$ cat config.mk
export PLATFORM = sky130hd
export DESIGN_NAME = aes256_inv_key_schedule
export DESIGN_NICKNAME = d
export VERILOG_FILES = /design/src/rtl/aes256_inv_key_schedule.sv
export SDC_FILE = /design/constraint.sdc
export NUM_CORES = 2
export LEC_CHECK = 0
export BUFFER_PORTS_ARGS = -buffer_cell sky130_fd_sc_hd__buf_2
export CAP_MARGIN = 10
export CORE_MARGIN = 1
export CORE_UTILIZATION = 45
export DETAILED_ROUTE_END_ITERATION = 10
export PLACE_DENSITY = 0.59
export SLEW_MARGIN = 20
export SYNTH_ARGS = -nofsm -noshare
export SYNTH_HDL_FRONTEND = slang
export SYNTH_SLANG_ARGS = --single-unit
$ cat constraint.sdc
create_clock -name CLK -period 17.98 [get_ports CLK]
set_input_delay 4.495 -clock CLK [delete_from_list [all_inputs] [get_ports CLK]]
set_output_delay 4.495 -clock CLK [all_outputs]
set_load 0.02 [all_outputs]
$ cat src/rtl/aes256_inv_key_schedule.sv
// aes256_inv_key_schedule: streams AES-256 round keys 14..0 by inverting the forward key expansion
module aes256_inv_key_schedule (
  input  logic         CLK,
  input  logic         RST,
  input  logic         START,
  input  logic [0:255] LAST_KEY,
  output logic [0:127] RK,
  output logic [0:3]   RK_IDX,
  output logic         RK_VALID,
  input  logic         RK_READY,
  output logic         BUSY,
  output logic         DONE
);
  typedef enum logic {IDLE, STREAM} state_t;

  function automatic logic [7:0] xt(input logic [7:0] a);
    return {a[6:0], 1'b0} ^ (a[7] ? 8'h1b : 8'h00);
  endfunction

  function automatic logic [7:0] gf_mul(input logic [7:0] a, input logic [7:0] b);
    logic [7:0] p, m;
    p = '0;
    m = a;
    for (int i = 0; i < 8; i++) begin
      p = b[i] ? p ^ m : p;
      m = xt(m);
    end
    return p;
  endfunction

  function automatic logic [7:0] sbox(input logic [7:0] x);
    logic [7:0] p, r;
    p = x;
    r = 8'h01;
    for (int i = 0; i < 7; i++) begin
      p = gf_mul(p, p);
      r = gf_mul(r, p);
    end
    return r ^ {r[6:0], r[7]} ^ {r[5:0], r[7:6]} ^ {r[4:0], r[7:5]} ^ {r[3:0], r[7:4]} ^ 8'h63;
  endfunction

  function automatic logic [31:0] sub_word(input logic [31:0] x);
    return {sbox(x[31:24]), sbox(x[23:16]), sbox(x[15:8]), sbox(x[7:0])};
  endfunction

  state_t       state_q, state_d;
  logic [0:255] win_q, win_d;
  logic [3:0]   idx_q, idx_d;
  logic         valid_q, valid_d, busy_q, busy_d, done_q, done_d;
  logic [3:0]   r;
  logic [7:0]   rcon;
  logic [31:0]  v3, v4, v5, v6, v7, t;
  logic [0:127] new_w;

  // one inverse step: recover the round idx-1 words from the current 8-word window
  always_comb begin
    v3    = win_q[96 +: 32];
    v4    = win_q[128 +: 32];
    v5    = win_q[160 +: 32];
    v6    = win_q[192 +: 32];
    v7    = win_q[224 +: 32];
    r     = idx_q - 4'd1;
    rcon  = 8'h01 << r[3:1];
    t     = r[0] ? sub_word(v3) : sub_word({v3[23:0], v3[31:24]}) ^ {rcon, 24'h0};
    new_w = {v4 ^ t, v5 ^ v4, v6 ^ v5, v7 ^ v6};
  end

  // load in IDLE, advance the window on each accepted beat, finish after round 0
  always_comb begin
    state_d = state_q;
    win_d   = win_q;
    idx_d   = idx_q;
    valid_d = valid_q;
    busy_d  = busy_q;
    done_d  = 1'b0;
    if (state_q == IDLE) begin
      if (START) begin
        state_d = STREAM;
        win_d   = LAST_KEY;
        idx_d   = 4'd14;
        valid_d = 1'b1;
        busy_d  = 1'b1;
      end
    end else if (valid_q && RK_READY) begin
      if (idx_q == 4'd0) begin
        state_d = IDLE;
        valid_d = 1'b0;
        busy_d  = 1'b0;
        done_d  = 1'b1;
      end else begin
        idx_d = idx_q - 4'd1;
        win_d = (idx_q == 4'd14) ? win_q : {new_w, win_q[0:127]};
      end
    end
  end

  // state registers with synchronous reset
  always_ff @(posedge CLK) begin
    if (RST) begin
      state_q <= IDLE;
      win_q   <= '0;
      idx_q   <= '0;
      valid_q <= 1'b0;
      busy_q  <= 1'b0;
      done_q  <= 1'b0;
    end else begin
      state_q <= state_d;
      win_q   <= win_d;
      idx_q   <= idx_d;
      valid_q <= valid_d;
      busy_q  <= busy_d;
      done_q  <= done_d;
    end
  end

  assign RK       = (idx_q == 4'd14) ? win_q[128:255] : win_q[0:127];
  assign RK_IDX   = idx_q;
  assign RK_VALID = valid_q;
  assign BUSY     = busy_q;
  assign DONE     = done_q;
endmodule

==> summary.md <==
| Metric | Value |
|---|---|
| Most area-consuming cells after synthesis | `xnor2_1, xnor3_1, dfxtp_1` |
| Post-synth design cell area | `71900 sq um` |
| Clock sink count | `263` |
| Htree depth | `1` |
| Synthesis-stage register bit count | `263` |
| Vias after detailed routing | `70700` |
| Post-layout minimum cycle time | `17.21 ns` |
| Layout cell share with drive strength beyond 1 | `12.6%` |
| Source-to-sink clock delay at the later pin of the worst-skew pair | `0.63 ns` |
| Post-synthesis sequential area ratio | `7.32%` |
| Delay contributed by the slowest stage of the critical path | `0.70 ns` |
| Maximum Capacitance Violations | `0` |
| Worst path slowest cell | `xnor2_1` |
| Share of synthesized flip-flops with an asynchronous set or reset | `0%` |
| Top-area cell type share of the netlist area | `20.1%` |
| Maximum clock skew at final layout | `0.0231 ns` |
| Floorplan die area | `161000 sq um` |
| Final Hold Slack | `0.467 ns` |
| Maximum clock path buffer count | `3` |
| Primary FF master, synth | `dfxtp_1` |
| Post-CTS Hold Buffers | `0` |
| Post-route fraction of the period consumed by the critical path | `95.7%` |
| Number of global-route vias before repair | `65500` |
| Fmax | `58.1 MHz` |
| Final setup violation count | `0` |
| Sum Neg Setup Slack | `0 ns` |
| Status | `complete, no violations` |
| Overflow left after global routing | `0` |
| Core footprint | `159000 sq um` |
| Floorplan row count | `146` |
| Number of standard cells in the final layout excluding fillers | `11900` |
| First-pass GRT wire length | `399000 microns` |
| CP Launch Type | `register` |
| Transition time at the pin with the least slew margin | `1.18 ns` |
| DRC viols | `0` |
| Wire length after detailed routing | `260000 microns` |
| Biggest area consumer among synthesized cells | `xnor2_1` |
| Clk pin slew, worst setup/hold paths | `0.07 ns` |
| Die Height | `402 microns` |
| Dpl hpwl | `195000 microns` |
| Yosys warning total | `0` |
| Count of cell types in the netlist | `114` |
| Number of antenna violations at the first check in global routing | `23` |
| Number of flops mapped to enable cells by yosys | `0` |
| Max-Slew Margin vs Limit | `21.0%` |
| Drt first-iter violations | `6330` |
| Critical Path End Type | `register` |
| Vias per cell | `5.96` |
| Initial Utilization | `45.4%` |
| Arrival time at the worst endpoint | `17.73 ns` |
| Routed wirelength normalized by instance count | `21.9 microns` |
| Crit Path Category | `reg2reg` |
| I/O pin count | `395` |
| Post-synthesis area per instance | `7.43 sq um` |
| Total count of max-transition violations in the final report | `0` |
| Number of fill cells | `15600` |
| TritonCTS Buffers | `29` |
| Number of nets with antenna violations after detailed routing | `0` |
| Width of the chip | `402 microns` |
| Drt pass-1 iters | `8` |
| Final count of hold timing violations | `0` |
| Setup repair after global routing missed its margin | `false` |
| Placed cell count | `11800` |
| Critical Path Fanout Max | `13` |
| Largest net degree at the start of global routing | `216` |
| Worst path required time | `18.50 ns` |
| GR Util All Layers | `30.7%` |
| Synthesized instance count | `9688` |
| CTS tree | `done` |
| RePlAce Congestion | `0.960` |
| Worst path most repeated cell | `xnor2_1` |
| Net count after synthesis | `9969` |
| Clock root buffer | `clkbuf_16` |
| I/O Buffers | `394` |
| Area growth from synthesis to final layout | `8.61%` |
| Layout Nets | `10000` |
| Tightest Hold Check Type | `reg2reg` |
==> sequential cells by signal, summed over array words and instances (netlist names) <==
register,cells
win_q,256
state_q,1
DONE,1
BUSY,1
RK_IDX,4
==> through the flow <==
| stage | setup WS (ns) | instance area (sq um) | utilization (%) |
|---|---|---|---|
| after floorplan | 2.54 | 71900 | - |
| after global placement | 0.162 | 76700 | 48.4 |
| after detailed placement | 0.0162 | 76700 | 48.4 |
| after CTS | 0.0504 | 77700 | 49.0 |
| after global routing | 0.0163 | 78100 | 49.3 |
| final | 0.770 | 78100 | 49.3 |
==> Yosys cell counts (39+ instances only) <==
library cell  instances
a211oi_1            207
a21oi_1             559
a22oi_1              57
a31oi_1              63
and2_1               43
and3_1               46
buf_1                56
buf_2               145
buf_4                41
clkbuf_1            466
dfxtp_1             263
inv_1                85
mux2_2               59
mux2i_1             371
nand2_1            1335
nand2b_1             67
nand3_1             185
nor2_1             1305
nor2b_1              40
nor3_1              211
nor4_1               39
o211ai_1            175
o21ai_0             351
o21ai_1              54
o22ai_1             120
or3_1                48
xnor2_1            1655
xnor2_2              91
xnor3_1             351
xor2_1              428
xor3_1               40
==> worst max-delay path: cells and delay by family (launching register included) <==
kind	cells	cell delay [ns]
adder cells (fa/ha/maj)	2	0.94
AND/OR/NAND/NOR	7	1.05
AO/OA/AOI/OAI	5	1.06
flip-flops	1	0.50
XOR/XNOR	37	12.67
multiplexers	2	0.47
buffers and inverters	2	0.38
==> placed cells by master (no fill, tap or decap), drive strengths merged, types with 96 or more instances in the layout <==
cell,n
xnor2,1755
nand2,1337
nor2,1312
buf,750
a21oi,563
xor2,467
o21ai,406
xnor3,380
mux2i,374
dfxtp,263
nor3,215
a211oi,209
nand3,186
o211ai,177
o22ai,121
inv,96
==> layout make-up <==
class                           instances  area [sq um]  share of cell area (%)
Tap cell                             2072          2590                    3.32
Timing Repair Buffer                  750          4690                    6.00
Clock inverter                         11           178                   0.227
Multi-Input combinational cell       8607         64100                    82.1
Inverter                              106           402                   0.514
Antenna cell                            8          20.0                  0.0256
Sequential cell                       263          5270                    6.75
Clock buffer                           40           857                    1.10
==> kinds of logic (layout without fill, tap and decap cells) <==
| kind of cell | count (synthesis) | count (layout) | share of synthesized area, % |
|---|---|---|---|
| simple gates | 3441 | 3441 | 20.2 |
| xor+xnor | 2651 | 2651 | 42.3 |
| compound gates | 2055 | 2055 | 18.8 |
| buf+inv | 818 | 907 | 4.77 |
| mux | 438 | 438 | 6.25 |
| flops | 263 | 263 | 7.32 |
| fa+ha+maj | 22 | 22 | 0.379 |
| other cells | 0 | 8 | 0 |
==> final timing paths <==
check	start	endpoint	slack, ns	cells after the start
setup / recovery	win_q[111]	win_q[6]	0.77	55
hold / removal	win_q[49]	win_q[49]	0.47	2
hold reg to reg	win_q[49]	win_q[49]	0.47	2
setup reg to reg	win_q[111]	win_q[6]	0.77	55
==> timing repair <==
action	4_1_cts	5_1_grt
endpoints found under the hold margin	0	0
gates resized for setup	1	53
pin swaps	0	2
setup buffers	0	7
setup endpoints to repair	2	32
==> metal layers <==
metal | share of wire [%] | GRT usage [%] | up-vias | wire [microns]
met5 | 0.053 | 0 | - | 138
met2 | 44 | 48.2 | 2809 | 115000
met4 | 4.0 | 11.4 | 20 | 10500
met3 | 7.4 | 3.81 | 371 | 19100
li1 | - | - | 33600 | -
met1 | 44 | 42.9 | 33900 | 115000
Power is left out: the tool's default activity adds up to more than one toggle a clock period on the data nets, which glitch-free logic cannot reach.
